$ cat config.mk
export PLATFORM = sky130hd
export DESIGN_NAME = md_unit_flat
export DESIGN_NICKNAME = d
export VERILOG_FILES = /design/src/rtl/md_pkg.sv /design/src/rtl/md_if.sv /design/src/rtl/md_div_core.sv /design/src/rtl/md_unit.sv /design/src/flat_wrapper.sv
export SDC_FILE = /design/constraint.sdc
export NUM_CORES = 2
export LEC_CHECK = 0
export ABC_AREA = 1
export BUFFER_PORTS_ARGS = -buffer_cell sky130_fd_sc_hd__clkbuf_2
export CORE_MARGIN = 2
export CORE_UTILIZATION = 65
export CTS_CLUSTER_SIZE = 28
export DETAILED_ROUTE_END_ITERATION = 7
export GPL_TIMING_DRIVEN = 0
export HOLD_SLACK_MARGIN = 0.02
export MAX_ROUTING_LAYER = met4
export PLACE_DENSITY = 0.92
export SYNTH_ARGS = -nofsm -noshare
export SYNTH_HDL_FRONTEND = slang
export SYNTH_HIERARCHICAL = 1
export SYNTH_SLANG_ARGS = --single-unit
$ cat constraint.sdc
create_clock -name clk -period 16.85 [get_ports clk]
set_input_delay 1.685 -clock clk [delete_from_list [all_inputs] [get_ports clk]]
set_output_delay 1.685 -clock clk [all_outputs]
set_load 0.005 [all_outputs]
$ cat src/rtl/md_pkg.sv
// md_pkg: op encodings, default latencies and FSM states
// shared by the multiply/divide unit and its divider core.
package md_pkg;

    typedef enum logic [2:0] {
        MD_MULT  = 3'd0,
        MD_MULTU = 3'd1,
        MD_DIV   = 3'd2,
        MD_DIVU  = 3'd3,
        MD_MTHI  = 3'd4,
        MD_MTLO  = 3'd5
    } md_op_e;

    localparam int MD_WIDTH_DEF    = 32;
    localparam int MD_MULT_LAT_DEF = 5;
    localparam int MD_DIV_LAT_DEF  = 10;

    typedef enum logic {
        MD_IDLE = 1'b0,
        MD_RUN  = 1'b1
    } md_state_e;

    function automatic int md_max(input int x, input int y);
        return (x > y) ? x : y;
    endfunction

endpackage

$ cat src/rtl/md_if.sv
// md_if: E-stage request / HI-LO result bundle for md_unit.
// master = E stage, slave = md_unit.
interface md_if #(
    parameter int WIDTH = 32
);
    logic             start;
    logic [2:0]       op;
    logic [WIDTH-1:0] a;
    logic [WIDTH-1:0] b;
    logic             busy;
    logic [WIDTH-1:0] hi;
    logic [WIDTH-1:0] lo;

    modport master (
        output start, op, a, b,
        input  busy, hi, lo
    );

    modport slave (
        input  start, op, a, b,
        output busy, hi, lo
    );
endinterface

$ cat src/rtl/md_div_core.sv
// md_div_core: combinational signed/unsigned divide with
// MIPS-style divide-by-zero and overflow results.
module md_div_core #(
    parameter int WIDTH = 32
) (
    input  logic [WIDTH-1:0] a,
    input  logic [WIDTH-1:0] b,
    input  logic             is_signed,
    output logic [WIDTH-1:0] q,
    output logic [WIDTH-1:0] r
);

    localparam logic [WIDTH-1:0] MIN = {1'b1, {(WIDTH-1){1'b0}}};

    logic             neg_a;
    logic             neg_b;
    logic [WIDTH-1:0] mag_a;
    logic [WIDTH-1:0] mag_b;
    logic [WIDTH-1:0] uq;
    logic [WIDTH-1:0] ur;

    always_comb begin
        neg_a = is_signed & a[WIDTH-1];
        neg_b = is_signed & b[WIDTH-1];
        mag_a = neg_a ? (~a + 1'b1) : a;
        mag_b = neg_b ? (~b + 1'b1) : b;
        uq    = '0;
        ur    = '0;
        if (mag_b != '0) begin
            uq = mag_a / mag_b;
            ur = mag_a % mag_b;
        end
        // quotient truncates toward zero, remainder follows dividend
        q = (neg_a ^ neg_b) ? (~uq + 1'b1) : uq;
        r = neg_a ? (~ur + 1'b1) : ur;
        if (b == '0) begin
            q = '1;
            r = a;
        end else if (is_signed && a == MIN && b == '1) begin
            q = MIN;
            r = '0;
        end
    end

endmodule

$ cat src/rtl/md_unit.sv
// md_unit: multi-cycle MULT/DIV unit with HI/LO registers.
// Divider is compiled in only when MDU_DIV_EN is defined.
module md_unit
    import md_pkg::*;
#(
    parameter int WIDTH    = MD_WIDTH_DEF,
    parameter int MULT_LAT = MD_MULT_LAT_DEF,
    parameter int DIV_LAT  = MD_DIV_LAT_DEF
) (
    input  logic clk,
    input  logic reset,
    md_if.slave  md
);

`ifdef MDU_DIV_EN
    localparam int CNT_MAX = md_max(MULT_LAT, DIV_LAT);
`else
    localparam int CNT_MAX = MULT_LAT;
`endif
    localparam int CW = $clog2(CNT_MAX + 1);
    localparam logic [CW-1:0] MUL_L = CW'(MULT_LAT);

    if (MULT_LAT < 1 || DIV_LAT < 1) begin : g_bad_lat
        $error("md_unit: latencies must be >= 1");
    end

    md_state_e        state_q;
    md_state_e        state_d;
    logic [CW-1:0]    cnt_q;
    logic [CW-1:0]    cnt_d;
    logic [WIDTH-1:0] pend_hi;
    logic [WIDTH-1:0] pend_lo;
    logic [WIDTH-1:0] hi_q;
    logic [WIDTH-1:0] lo_q;

    logic is_mul;
    logic is_div;
    logic is_mth;
    logic is_mtl;
    logic is_signed;
    logic accept;
    logic commit;
    logic mt_hi;
    logic mt_lo;

    logic [WIDTH-1:0]   res_hi;
    logic [WIDTH-1:0]   res_lo;
    logic [2*WIDTH-1:0] ext_a;
    logic [2*WIDTH-1:0] ext_b;
    logic [2*WIDTH-1:0] prod;

    always_comb begin
        is_mul = 1'b0;
        is_div = 1'b0;
        is_mth = 1'b0;
        is_mtl = 1'b0;
        unique case (1'b1)
            (md.op == MD_MULT),
            (md.op == MD_MULTU): is_mul = 1'b1;
`ifdef MDU_DIV_EN
            (md.op == MD_DIV),
            (md.op == MD_DIVU):  is_div = 1'b1;
`endif
            (md.op == MD_MTHI):  is_mth = 1'b1;
            (md.op == MD_MTLO):  is_mtl = 1'b1;
            default: ;
        endcase
    end

    // signed ops are the even encodings (MULT, DIV)
    assign is_signed = ~md.op[0];

    // sign/zero-extend to 2*WIDTH so one multiplier serves both
    assign ext_a = {{WIDTH{is_signed & md.a[WIDTH-1]}}, md.a};
    assign ext_b = {{WIDTH{is_signed & md.b[WIDTH-1]}}, md.b};
    assign prod  = ext_a * ext_b;

`ifdef MDU_DIV_EN
    localparam logic [CW-1:0] DIV_L = CW'(DIV_LAT);

    logic [WIDTH-1:0] div_q;
    logic [WIDTH-1:0] div_r;

    md_div_core #(
        .WIDTH(WIDTH)
    ) u_div (
        .a        (md.a),
        .b        (md.b),
        .is_signed(is_signed),
        .q        (div_q),
        .r        (div_r)
    );
`endif

    always_ff @(posedge clk) begin
        if (reset) begin
            state_q <= MD_IDLE;
            cnt_q   <= '0;
            pend_hi <= '0;
            pend_lo <= '0;
            hi_q    <= '0;
            lo_q    <= '0;
        end else begin
            state_q <= state_d;
            cnt_q   <= cnt_d;
            if (accept) begin
                pend_hi <= res_hi;
                pend_lo <= res_lo;
            end
            if (commit) begin
                hi_q <= pend_hi;
                lo_q <= pend_lo;
            end
            if (mt_hi) hi_q <= md.a;
            if (mt_lo) lo_q <= md.a;
        end
    end

    always_comb begin
        state_d = state_q;
        cnt_d   = cnt_q;
        accept  = 1'b0;
        commit  = 1'b0;
        unique case (state_q)
            MD_IDLE: begin
                if (md.start && (is_mul || is_div)) begin
                    accept  = 1'b1;
                    state_d = MD_RUN;
                    cnt_d   = MUL_L;
`ifdef MDU_DIV_EN
                    if (is_div) cnt_d = DIV_L;
`endif
                end
            end
            MD_RUN: begin
                if (cnt_q == CW'(1)) begin
                    commit  = 1'b1;
                    state_d = MD_IDLE;
                    cnt_d   = '0;
                end else begin
                    cnt_d = cnt_q - CW'(1);
                end
            end
            default: state_d = MD_IDLE;
        endcase
    end

    always_comb begin
        md.busy = (state_q == MD_RUN);
        mt_hi   = (state_q == MD_IDLE) && md.start && is_mth;
        mt_lo   = (state_q == MD_IDLE) && md.start && is_mtl;
        res_hi  = prod[2*WIDTH-1:WIDTH];
        res_lo  = prod[WIDTH-1:0];
`ifdef MDU_DIV_EN
        if (is_div) begin
            res_hi = div_r;
            res_lo = div_q;
        end
`endif
    end

    assign md.hi = hi_q;
    assign md.lo = lo_q;

endmodule

$ cat src/flat_wrapper.sv
// flat-port wrapper written by rule: the top's interface ports become plain ports
module md_unit_flat import md_pkg::*;
#(
    parameter int WIDTH    = MD_WIDTH_DEF,
    parameter int MULT_LAT = MD_MULT_LAT_DEF,
    parameter int DIV_LAT  = MD_DIV_LAT_DEF
)
  (clk, reset, md_start, md_op, md_a, md_b, md_busy, md_hi, md_lo);
  md_if #(.WIDTH(WIDTH)) md_i ();
  input  logic clk;
  input  logic reset;
  input wire logic [$bits(md_i.start)-1:0] md_start;
  input wire logic [$bits(md_i.op)-1:0] md_op;
  input wire logic [$bits(md_i.a)-1:0] md_a;
  input wire logic [$bits(md_i.b)-1:0] md_b;
  output wire logic [$bits(md_i.busy)-1:0] md_busy;
  output wire logic [$bits(md_i.hi)-1:0] md_hi;
  output wire logic [$bits(md_i.lo)-1:0] md_lo;
  assign md_i.start = md_start;
  assign md_i.op = md_op;
  assign md_i.a = md_a;
  assign md_i.b = md_b;
  assign md_busy = md_i.busy;
  assign md_hi = md_i.hi;
  assign md_lo = md_i.lo;
  md_unit #(.WIDTH(WIDTH), .MULT_LAT(MULT_LAT), .DIV_LAT(DIV_LAT)) u_core (.clk(clk), .reset(reset), .md(md_i));
endmodule
==> flow_summary_export.csv <==
group,metric,value,unit
cts,cts_buffers,17,
worst_setup_path,arrival,12.43,ns
synth,synth_top_family_by_area,"adder cells",
worst_setup_path,critPathMostFrequentCell,"fa_1",
synth,synth_xor_area_share,0.6001,%
synth,synth_most_common_cell,"inv_1",
placement,portBuffers,100,
die,die-area,71730,sq um
layout,synthToLayoutAreaGrowth,5.169,%
cts,htree_levels,4,
job,maxCapViolations,8,
synth,synth_fa_ha_area_share,55.70,%
global_route,grtUsageMet1,67.34,%
timing,drv_slew,73,
worst_setup_path,cp_num_buf_inv,9,
synth,yosysSeqAreaShare,5.841,%
global_route,grt_pass1_wl,275600,um
global_route,grt_pass1_vias,41995,
worst_setup_path,worstSetupStartpointType,"primary input",
drt,wire_per_inst,27.52,um
global_route,top_usage_layer,"met2",
cts,tritoncts,"done",
global_route,grt_use_met3,26.76,%
global_route,antenna_found_initial,23,
timing,worst_pin_slew,1.622,ns
layout,final_util,69.25,%
worst_setup_path,worst_path_max_delay_cell,"fa_1",
synth,synth_warnings,6,
worst_setup_path,critPathMaxFanout,12,
synth,synthArstFlopShare,0,%
synth,syn_nets,7250,
die,die-height,267.8,um
synth,synth_top_cells_by_area,"fa_1 (50%), inv_1 (14%), nand2_1 (14%)",
drt,dr.pass1.iters,8,
cts,cts_buffer_depth,2,
timing,grt_setup_unrepaired,"no",
min_path,min_path_type,"reg -> reg",
run_status,failed_checks,"design-rule violations, max-capacitance violations, max-slew violations",
synth,synth_edf_count,0,
layout,drive_gt1_share,3.131,%
worst_setup_path,end_kind,"flip-flop",
die,die_w,267.8,um
drt,dr.first_iter.drc_count,5929,
worst_setup_path,path_delay_family,"adder cells",
worst_setup_path,max_stage_delay,1.20,ns
die,start_util,65.85,%
global_route,grt_max_degree,26,
placement,place_congestion,1.142,
timing,clock_skew,0.006834,ns
cts,postCtsSetupRepairBufs,0,
worst_setup_path,cp.required,17.18,ns
drt,drt-vias-per-instance,5.949,
cts,clock_latency,0.44,ns
cts,cts-root-buf,"clkbuf_16",
die,io_pins,135,
drt,drt-total-wl,191100,um
timing,tns,0,ns
timing,fin_crit,12.10,ns
cts,clkTransAtPathRegs,0.06,ns
global_route,gr-usage-all-layers,56.73,%
timing,hold_viol_final,0,
drt,drc,10,
die,core,68710,sq um
worst_setup_path,crit_type,"in -> reg",
drt,drtAntennaViolNets,0,
cts,cts_hold_buffers,0,
synth,synth.top_cells.by_count,"inv_1 (1698), nand2_1 (1651), fa_1 (1125)",
synth,netlist_instances,5841,
synth,synth_area,45240,sq um
timing,setup_viol,0,
synth,synth_area_per_cell,7.746,sq um
timing,fmax,82.66,MHz
synth,synth_top_area_share,49.78,%
synth,synth_compound_area_share,3.128,%
cts,post_cts_resized,0,
timing,finalCritPeriodShare,71.80,%
synth,synth_top_area_cell,"fa_1",
cts,clock-sinks,132,
global_route,gr-total-overflow,0,
layout,nNetsFinal,7369,
placement,hpwl,156900,um
synth,synth_mux_area_share,0,%
drt,num_vias,41312,
run_status,outcome,"finished with violations",
timing,slew_headroom,-8.158,%
global_route,grt.met2_usage,74.18,%
synth,synth-seq-cells,132,
synth,synth-simple-area-share,18.26,%
die,row_count,96,
synth,synth_ff_type,"dfxtp_1",
synth,yosysUniqueCellTypes,40,
[worst reg2reg max path: cells and delay by family, from the launching register on]
family,cells,cell delay (ns)
AO/OA/AOI/OAI,1,0.10
buffers and inverters,2,0.62
flip-flops,1,0.37
AND/OR/NAND/NOR,4,1.81
[area by class of cell]
cell class / count / area [sq um]
Fill cell: 5808 / 21120
Clock inverter: 11 / 101.3
Multi-Input combinational cell: 3732 / 35150
Antenna cell: 40 / 100.1
Buffer: 277 / 1075
Tap cell: 931 / 1165
Clock buffer: 21 / 470.5
Sequential cell: 132 / 2643
Inverter: 1700 / 6381
Timing Repair Buffer: 100 / 500.5
[layout by cell type, fill, tap and decap left out, types with 67 or more instances in the layout]
master       n
inv_1     1698
nand2_1   1651
fa_1      1125
nor2_1     298
clkbuf_1   248
ha_1       214
dfxtp_1    132
clkbuf_2   101
nand3_1     95
a21oi_1     79
o21ai_0     67
[cells by family after synthesis]
kind of cell    Yosys count
flops                   132
buf+inv                1977
simple gates           2110
compound gates          252
xor+xnor                 31
fa+ha+maj              1339
[sequential cells by signal (all words and copies together) (netlist names)]
signal,flops
u_core/md.hi,32
u_core/md.lo,32
u_core/pend_hi,32
u_core/pend_lo,32
u_core/cnt_q,3
u_core/md.busy,1
[per-stage QoR]
stage,instance area (sq um),instances,hold WS (ns),worst slack [ns]
3_5_place_dp,46910,6872,0.4683,5.050
4_1_cts,47480,6904,0.4772,5.449
6_report,47580,6944,0.4754,4.752
3_3_place_gp,46910,6872,0.4627,5.023
5_1_grt,47580,6942,0.4978,4.857
2_1_floorplan,45240,5841,0.4439,8.048
[routing by layer]
metal | vias up | wire, um | share of wire, %
li1 | 16623 | - | -
met1 | 20030 | 63770 | 33
met2 | 3604 | 75110 | 39
met3 | 1055 | 33160 | 17
met4 | 0 | 19080 | 10
met5 | - | 0 | 0
[path summary, 6_finish.rpt]
check | slack [ns] | cells after the start | endpoint | startpoint
worst max register to register | 13.79 | 7 | u_core/md.lo[0] | u_core/md.busy
worst min register to register | 0.48 | 2 | u_core/pend_lo[0] | u_core/pend_lo[0]
worst min-delay path | 0.48 | 2 | u_core/pend_lo[0] | u_core/pend_lo[0]
worst max-delay path | 4.75 | 28 | u_core/pend_hi[19] | md_op[0]
Power is not shown: default switching activity piles up to over one toggle a cycle in this logic, so the estimate is an artifact.
